## config.mk

```make
export PLATFORM = sky130hd
export DESIGN_NAME = uart_tx_frame_piso_flat
export DESIGN_NICKNAME = d
export VERILOG_FILES = /design/src/rtl/uart_tx_frame_piso_if.sv /design/src/rtl/uart_tx_frame_piso.sv /design/src/flat_wrapper.sv
export SDC_FILE = /design/constraint.sdc
export NUM_CORES = 1
export LEC_CHECK = 0
export ABC_AREA = 0
export ABC_CLOCK_PERIOD_IN_PS = 1530
export CAP_MARGIN = 20
export CORE_ASPECT_RATIO = 1.1
export CORE_UTILIZATION = 46
export DETAILED_ROUTE_END_ITERATION = 10
export HOLD_SLACK_MARGIN = 0.06
export PLACE_DENSITY = 0.81
export RECOVER_POWER = 50
export SYNTH_ARGS = -nofsm -noshare
export SYNTH_HDL_FRONTEND = slang
export SYNTH_SLANG_ARGS = --single-unit
```

## constraint.sdc

```tcl
create_clock -name clk -period 1.53 [get_ports clk]
set_input_delay 0.153 -clock clk [delete_from_list [all_inputs] [get_ports clk]]
set_output_delay 0.153 -clock clk [all_outputs]
set_load 0.1 [all_outputs]
```

## src/rtl/uart_tx_frame_piso_if.sv

```systemverilog
// ============================================================================
// uart_tx_frame_piso_if : valid/ready word handshake into the UART TX serializer
// Rev 1.0
// ============================================================================
`default_nettype none

interface uart_tx_frame_piso_if #(
   parameter int DATA_W = 8
);
   logic              valid;
   logic              ready;
   logic [DATA_W-1:0] data;

   modport master (output valid, output data, input ready);
   modport slave  (input valid, input data, output ready);
endinterface

`default_nettype wire

```

## src/rtl/uart_tx_frame_piso.sv

```systemverilog
// ============================================================================
// uart_tx_frame_piso : one-entry hold + frame PISO; parity bit enabled by `UART_TX_PARITY_EN
// Rev 1.0
// ============================================================================
`default_nettype none

module uart_tx_frame_piso #(
   parameter int DATA_W     = 8,
   parameter int STOP_BITS  = 1,
   parameter int MSB_FIRST  = 0,
   parameter int PARITY_ODD = 0
) (
   input  logic                clk,
   input  logic                rst,
   input  logic                tick,
   uart_tx_frame_piso_if.slave in_if,
   output logic                tx_out,
   output logic                busy,
   output logic                done
);

`ifdef UART_TX_PARITY_EN
   localparam int PAR_BITS = 1;
`else
   localparam int PAR_BITS = 0;
`endif
   localparam int               FRAME_N  = 1 + DATA_W + PAR_BITS + STOP_BITS;
   localparam int               CNT_W    = $clog2(FRAME_N);
   localparam logic [CNT_W-1:0] CNT_LOAD = CNT_W'(FRAME_N - 1);

   typedef enum logic [0:0] {
      ST_IDLE  = 1'b0,
      ST_SHIFT = 1'b1
   } state_t;

   state_t             state, state_nxt;
   logic               hold_valid, hold_valid_nxt;
   logic [DATA_W-1:0]  hold_data;
   logic [DATA_W-1:0]  data_ord;
   logic [FRAME_N-1:0] frame_reg, frame_nxt, frame_load;
   logic [CNT_W-1:0]   cnt, cnt_nxt;
   logic               tx_reg, tx_nxt;
   logic               done_reg, done_nxt;
   logic               accept, load;

   assign in_if.ready = !hold_valid;
   assign accept      = in_if.valid && !hold_valid;

   // Reorder so that bit 0 of data_ord is always the first data bit on the line.
   generate
      if (MSB_FIRST != 0) begin : g_msb_first
         always_comb begin
            data_ord = '0;
            for (int i = 0; i < DATA_W; i++) begin
               data_ord[i] = hold_data[DATA_W-1-i];
            end
         end
      end else begin : g_lsb_first
         assign data_ord = hold_data;
      end
   endgenerate

`ifdef UART_TX_PARITY_EN
   logic parity;
   assign parity     = (^hold_data) ^ (PARITY_ODD != 0);
   assign frame_load = {{STOP_BITS{1'b1}}, parity, data_ord, 1'b0};
`else
   // PARITY_ODD is meaningless without the parity bit.
   logic unused_parity_odd;
   assign unused_parity_odd = (PARITY_ODD != 0);
   assign frame_load        = {{STOP_BITS{1'b1}}, data_ord, 1'b0};
`endif

   always_ff @(posedge clk) begin
      if (rst) begin
         state      <= ST_IDLE;
         hold_valid <= 1'b0;
         hold_data  <= '0;
         frame_reg  <= '1;
         cnt        <= '0;
         tx_reg     <= 1'b1;
         done_reg   <= 1'b0;
      end else begin
         state      <= state_nxt;
         hold_valid <= hold_valid_nxt;
         frame_reg  <= frame_nxt;
         cnt        <= cnt_nxt;
         tx_reg     <= tx_nxt;
         done_reg   <= done_nxt;
         if (accept) begin
            hold_data <= in_if.data;
         end
      end
   end

   always_comb begin
      state_nxt      = state;
      hold_valid_nxt = hold_valid;
      frame_nxt      = frame_reg;
      cnt_nxt        = cnt;
      done_nxt       = 1'b0;
      load           = 1'b0;

      if (tick) begin
         case (state)
            ST_IDLE: begin
               load = hold_valid;
            end
            ST_SHIFT: begin
               if (cnt != '0) begin
                  frame_nxt = {1'b1, frame_reg[FRAME_N-1:1]};
                  cnt_nxt   = cnt - CNT_W'(1);
               end else begin
                  // Last stop bit ends here; chain straight into a held word.
                  done_nxt = 1'b1;
                  if (hold_valid) begin
                     load = 1'b1;
                  end else begin
                     state_nxt = ST_IDLE;
                  end
               end
            end
            default: state_nxt = ST_IDLE;
         endcase
      end

      if (load) begin
         frame_nxt      = frame_load;
         cnt_nxt        = CNT_LOAD;
         state_nxt      = ST_SHIFT;
         hold_valid_nxt = 1'b0;
      end
      if (accept) begin
         hold_valid_nxt = 1'b1;
      end

      tx_nxt = (state_nxt == ST_SHIFT) ? frame_nxt[0] : 1'b1;
   end

   assign tx_out = tx_reg;
   assign done   = done_reg;
   assign busy   = hold_valid || (state == ST_SHIFT);

endmodule

`default_nettype wire

```

## src/flat_wrapper.sv

```systemverilog
// flat-port wrapper written by rule: the top's interface ports become plain ports
module uart_tx_frame_piso_flat 
#(
   parameter int DATA_W     = 8,
   parameter int STOP_BITS  = 1,
   parameter int MSB_FIRST  = 0,
   parameter int PARITY_ODD = 0
)
  (clk, rst, tick, tx_out, busy, done, in_if_valid, in_if_data, in_if_ready);
  uart_tx_frame_piso_if #(.DATA_W(DATA_W)) in_if_i ();
  input  logic clk;
  input  logic rst;
  input  logic tick;
  output logic tx_out;
  output logic busy;
  output logic done;
  input wire logic [$bits(in_if_i.valid)-1:0] in_if_valid;
  input wire logic [$bits(in_if_i.data)-1:0] in_if_data;
  output wire logic [$bits(in_if_i.ready)-1:0] in_if_ready;
  assign in_if_i.valid = in_if_valid;
  assign in_if_i.data = in_if_data;
  assign in_if_ready = in_if_i.ready;
  uart_tx_frame_piso #(.DATA_W(DATA_W), .STOP_BITS(STOP_BITS), .MSB_FIRST(MSB_FIRST), .PARITY_ODD(PARITY_ODD)) u_core (.clk(clk), .rst(rst), .tick(tick), .in_if(in_if_i), .tx_out(tx_out), .busy(busy), .done(done));
endmodule
```

==> impl_metrics.toml, run 1 <==
[layout]
syn_to_final_growth_pct = 34.8
finalNonFillerCells = 160
drive_gt1_share_pct = 35.6
diodes = 0
largest_register_ffs = 9
final_area_mm2 = 0.00143
fin_nets = 146

[sta]
slew_headroom_pct = 62.2
slew_viol_final = 0
worst_pin_slew_ns = 0.568
min_period_ns = 1.67
post-route-period-util_pct = 109
max_clock_freq_ghz = 0.598
setup_ws_ns = -0.142
setup_viol_count_final = 14
rsz0062_at_grt = "yes"
hold_viol_final = 0
finClkSkew_ns = 0.00676

[clock_network]
insertion_delay_ns = 0.32
cts_sinks = 25
cts_root_buf = "clkbuf_4"
cts_tree = "done"
cts_buffers = 3
cts-htree-levels = 1
clkTransAtPathRegs_ns = 0.14
clockBufferDepth = 2

[power]
power_frac_clock_pct = 22.6
total_power_mw = 1.33
internal_power_mw = 0.949
power_switching_mw = 0.379
p_leak_nw = 0.580
combPwrFrac_pct = 23.5
p_per_area_mw_per_mm2 = 926
switching_share_pct = 28.6
ir_drop_mv = 0.793
seqPwrFrac_pct = 53.9

[route]
drt_pass1_iterations = 4
post_drt_wl_per_cell_um = 14.9
drc = 0
finalWirelength_mm = 2.38
vias = 921
ant_nets = 0
drt_iter0_drc = 8
via_per_inst = 5.76

[place]
post_dp_cell_area_mm2 = 0.00137
dpl.hpwl_mm = 1.67
port_buffers = 15
place_inst = 153
gp_congestion = 0.872

[global_route]
grt_overflow = 0
grt_pass1_vias = 897
grt_first_pass_wirelength_mm = 3.88
antenna_found_initial = 0
track_usage_pct = 22.4
grt_max_degree = 16

[job]
cap_violations = 0

[synth]
synth.avg_cell_area_um2 = 10.4
synth_top_area_share_pct = 47.1
synth_edf_count = 0
syn-num-nets = 115
yosysUniqueCellTypes = 36
netlist_area_mm2 = 0.00106
synthFlopType = "dfxtp_1"
synth_top_cell_by_area = "dfxtp_1"
postSynthCellCount = 102
synthTopCellsByArea = "dfxtp_1, a221o_1, mux2i_1"
ys_seq_area_share_pct = 47.1
synth-seq-cells = 25
synthArstFlopShare_pct = 0
synth-warning-count = 0

[worst_setup_path]
arrival_ns = 1.91
crit_fanout = 5
crit_family = "compound AO/OA/AOI/OAI gates"
startpoint_type = "register"
critPathSlowestCell = "or3b_4"
endpoint_kind = "register"
path_cells = "inv_2, ha_4, or3b_4, buf_6, a31o_2, a221o_1"
required_ns = 1.76
crit_path_max_incr_delay_ns = 0.42
critPathKind = "reg -> reg"
crit_buf_inv = 2

[outcome]
violations = "setup timing"
status = "finished with violations"

[floorplanning]
num_rows = 17
io_pins = 16
die_x_um = 47.8
die_y_um = 52.4
core_area_mm2 = 0.00208
dieArea_mm2 = 0.00251
initial_core_util_pct = 51.0

[min_path]
hp-class = "in -> reg"
==> cell families after synthesis <==
| group | Yosys count | share of synthesized area (%) |
|---|---|---|
| AND/OR/NAND/NOR | 29 | 15.5 |
| AO/OA/AOI/OAI | 27 | 21.4 |
| flip-flops | 25 | 47.1 |
| buffers and inverters | 12 | 7.29 |
| multiplexers | 8 | 7.53 |
| adder cells (fa/ha/maj) | 1 | 1.18 |
==> path summary, 6_finish.rpt <==
path | from | to | slack (ns) | cells after the start
worst max register to register | u_core.cnt[1] | u_core.frame_reg[2] | -0.14 | 6
worst min register to register | u_core.cnt[0] | u_core.cnt[0] | 0.49 | 2
worst min-delay path | in_if_data[2] | u_core.data_ord[2] | 0.43 | 3
worst max-delay path | u_core.cnt[1] | u_core.frame_reg[2] | -0.14 | 6
==> worst min-delay path: stages <==
cell and delay, ns:
clkdlybuf4s50_1 0.39, mux2i_1 0.13, nor2_1 0.05
==> synth_stat cells, types with 2 or more instances <==
cell      number
nand2_1        3
nor3_1         2
clkbuf_1       2
nor2_1        10
a21oi_1        3
dfxtp_1       25
nand3_1        2
buf_2          3
a31o_1         4
or4b_1         2
inv_1          3
mux2i_1        8
and3_2         2
a221o_1        8
a31o_2         4
==> cell type report <==
cell class                      instances  area [um2]
Clock buffer                            3        22.5
Multi-Input combinational cell         65         543
Sequential cell                        25         503
Timing Repair Buffer                   35         312
Tap cell                               28        35.0
Inverter                                3        11.3
Clock inverter                          1        7.51
Fill cell                             190         651
==> through the flow <==
stage	hold WS (ns)	setup WS, ns	utilization, %	setup TNS, ns
global placement	0.446	-0.184	65.6	-1.34
CTS	0.422	-0.126	68.7	-1.04
finish	0.425	-0.142	68.8	-1.35
detailed placement	0.467	-0.198	65.6	-1.99
global route	0.430	-0.169	68.8	-1.84
floorplan	0.300	-0.0841	-	-0.542
==> cell usage in the layout, fill, tap and decap left out, types with 3 or more instances in the layout <==
cell / n
mux2i_1: 8
a21oi_1: 3
nand2_1: 3
clkbuf_4: 3
dfxtp_1: 23
nor2_1: 10
clkdlybuf4s50_1: 11
a31o_1: 4
buf_4: 16
a221o_1: 8
==> power groups by stage <==
| stage | sequential [mW] | combinational [mW] | clock [mW] |
|---|---|---|---|
| after floorplan | 0.729 | 0.180 | 0 |
| after CTS | 0.716 | 0.301 | 0.308 |
| after global routing | 0.720 | 0.334 | 0.340 |
| after detailed placement | 0.729 | 0.281 | 0 |
| final | 0.716 | 0.312 | 0.300 |
| after global placement | 0.726 | 0.271 | 0 |
==> what timing repair did <==
| action | in CTS | in global routing |
|---|---|---|
| resized for setup | 6 | 6 |
| endpoints found under the hold margin | 0 | 0 |
| pin swaps | 3 | 4 |
| buffers inserted | 1 | 1 |
| gates cloned | 0 | 1 |
| endpoints found under the setup margin | 14 | 16 |
| hold buffers | 0 | 0 |
==> per-layer routing <==
layer  global-route usage (%)  vias to the layer above  wire length [um]
met2                     39.0                       26              1260
li1                         -                      441                 -
met5                        0                        -                 0
met4                     10.6                        0                68
met3                     3.10                        9                67
met1                     25.8                      445               988
Note: power is estimated with default switching activity, not from simulation.
==> run 2: changes to the inputs <==
--- a/config.mk
+++ b/config.mk
@@ -8,11 +8,13 @@
 export ABC_AREA = 0
 export ABC_CLOCK_PERIOD_IN_PS = 1530
 export CAP_MARGIN = 20
+export CELL_PAD_IN_SITES_DETAIL_PLACEMENT = 2
+export CELL_PAD_IN_SITES_GLOBAL_PLACEMENT = 2
 export CORE_ASPECT_RATIO = 1.1
-export CORE_UTILIZATION = 46
+export CORE_UTILIZATION = 30
 export DETAILED_ROUTE_END_ITERATION = 10
 export HOLD_SLACK_MARGIN = 0.06
-export PLACE_DENSITY = 0.81
+export PLACE_DENSITY = 0.82
 export RECOVER_POWER = 50
 export SYNTH_ARGS = -nofsm -noshare
 export SYNTH_HDL_FRONTEND = slang
==> impl_metrics.toml, run 2 (synthesized netlist as in run 1, its figures left out) <==
[layout]
nFillCells = 386
layout_common_cells = "dfxtp_1, buf_4, clkdlybuf4s50_1"
diodes = 0
multi_input_area_um2 = 584
final_common_cell = "dfxtp_1"
largest_register_ffs = 9
drive_gt1_share_pct = 38.6
syn_to_final_growth_pct = 44.6
fin_nets = 146
final-seq-area_um2 = 503
finalNonFillerCells = 180

[global_route]
grt_first_pass_wirelength_mm = 5.07
track_usage_pct = 18.1
grt_pass1_vias = 1076
grt_overflow = 0
grt_max_degree = 20
antenna_found_initial = 0

[clock_network]
cts_sinks = 25
clkTransAtPathRegs_ns = 0.15
cts_root_buf = "clkbuf_4"
cts_tree = "done"
cts_buffers = 3
cts-htree-levels = 1
insertion_delay_ns = 0.33
clockBufferDepth = 2

[route]
finalWirelength_mm = 3.18
post_drt_wl_per_cell_um = 17.7
via_per_inst = 5.11
drc = 0
ant_nets = 0
drt_pass1_iterations = 2
drt_iter0_drc = 7
vias = 920

[worst_setup_path]
critPathKind = "reg -> reg"
critPathSlowestCell = "or3b_4"
r2r_cells = 6
crit_path_max_incr_delay_ns = 0.41
rrSetupSlack_ns = -0.16
arrival_ns = 1.91
reg2reg_from = "u_core.cnt[0]"
required_ns = 1.75
r2r_end = "u_core.frame_reg[6]"
path_cells = "inv_2, ha_4, or3b_4, buf_12, a31o_1, a221o_1"
endpoint_kind = "register"
startpoint_type = "register"
crit_fanout = 12

[min_path]
worstHoldEndpoint = "u_core.data_ord[2]"
hp-class = "in -> reg"
hold_start = "in_if_data[2]"
whs_path_depth = 3

[sta]
rsz0062_at_grt = "yes"
hold_viol_final = 0
setup_viol_count_final = 13
max_clock_freq_ghz = 0.592
worst_pin_slew_ns = 0.541
slew_viol_final = 0
slew_headroom_pct = 64.1
setup_ws_ns = -0.160
min_period_ns = 1.69
post-route-period-util_pct = 110
finClkSkew_ns = 0.00912

[power]
p_leak_nw = 0.603
power_frac_clock_pct = 22.9
switching_share_pct = 29.8
power_switching_mw = 0.413
combPwrFrac_pct = 25.3
p_per_area_mw_per_mm2 = 901
seqPwrFrac_pct = 51.8
internal_power_mw = 0.973
ir_drop_mv = 0.429

[place]
dp_slack_ns = -0.245
dpl.hpwl_mm = 2.20
gp_congestion = 0.817
port_buffers = 15
place_inst = 174

[floorplanning]
die_y_um = 64.4
num_rows = 22
die_x_um = 58.8
initial_core_util_pct = 31.7
dieArea_mm2 = 0.00379
core_area_mm2 = 0.00336
io_pins = 16

[job]
cap_violations = 0

[outcome]
status = "finished with violations"
violations = "setup timing"
[run 2: timing repair]
item	in CTS	in global routing
gates resized for setup	15	8
hold buffers	0	0
setup buffers	2	0
pin swaps	4	5
endpoints found under the setup margin	16	16
[run 2: layer usage]
metal  part of all wire [%]  GRT usage, %  wire (um)
met1                     38          18.0       1220
met2                     57          37.1       1830
met3                    2.5          2.20         81
met4                    1.8          5.65         57
met5                      0             0          0
[run 2: area by class of cell]
cell class	instances	share of cell area, %
timing repair buffer	35	22.6
inverter	3	0.732
clock buffer	3	1.46
clock inverter	1	0.570
sequential	25	32.7
multi-input combinational	65	38.0
tap	48	3.91
[run 2: metrics by stage]
step / hold slack, ns / total power [mW] / TNS (ns) / utilization, % / instance area, um2
after floorplan: 0.300 / 0.908 / -0.542 / - / 1080
after global placement: 0.449 / 1.01 / -1.62 / 42.1 / 1410
after detailed placement: 0.465 / 1.03 / -3.12 / 42.1 / 1410
after CTS: 0.407 / 1.39 / -1.26 / 45.3 / 1520
after global routing: 0.433 / 1.44 / -1.99 / 45.8 / 1540
final: 0.422 / 1.39 / -1.22 / 45.8 / 1540
[run 2: worst max path at each step]
| stage | from | endpoint | slack [ns] | cells past startpoint |
|---|---|---|---|---|
| finish | u_core.cnt[0] | u_core.frame_reg[6] | -0.16 | 6 |
| global route | u_core.cnt[0] | u_core.frame_reg[6] | -0.22 | 6 |
| CTS | u_core.cnt[0] | u_core.frame_reg[2] | -0.16 | 6 |
| detailed placement | u_core.cnt[0] | u_core.frame_reg[7] | -0.25 | 7 |
| global placement | tick | u_core.tx_out | -0.15 | 4 |
| floorplan | u_core.cnt[1] | u_core.frame_reg[4] | -0.08 | 7 |
[run 2: critical path: cells and delay by family (launching register included)]
kind | cells | cell delay [ns]
compound gates | 2 | 0.45
simple gates | 1 | 0.41
flops | 1 | 0.35
buf+inv | 2 | 0.23
fa+ha+maj | 1 | 0.13
[run 2: power by group through the flow]
stage	Sequential [mW]	Combinational, mW	Clock [mW]
floorplan	0.729	0.180	0
global placement	0.728	0.283	0
detailed placement	0.731	0.300	0
CTS	0.717	0.334	0.337
global route	0.722	0.373	0.349
finish	0.718	0.350	0.318
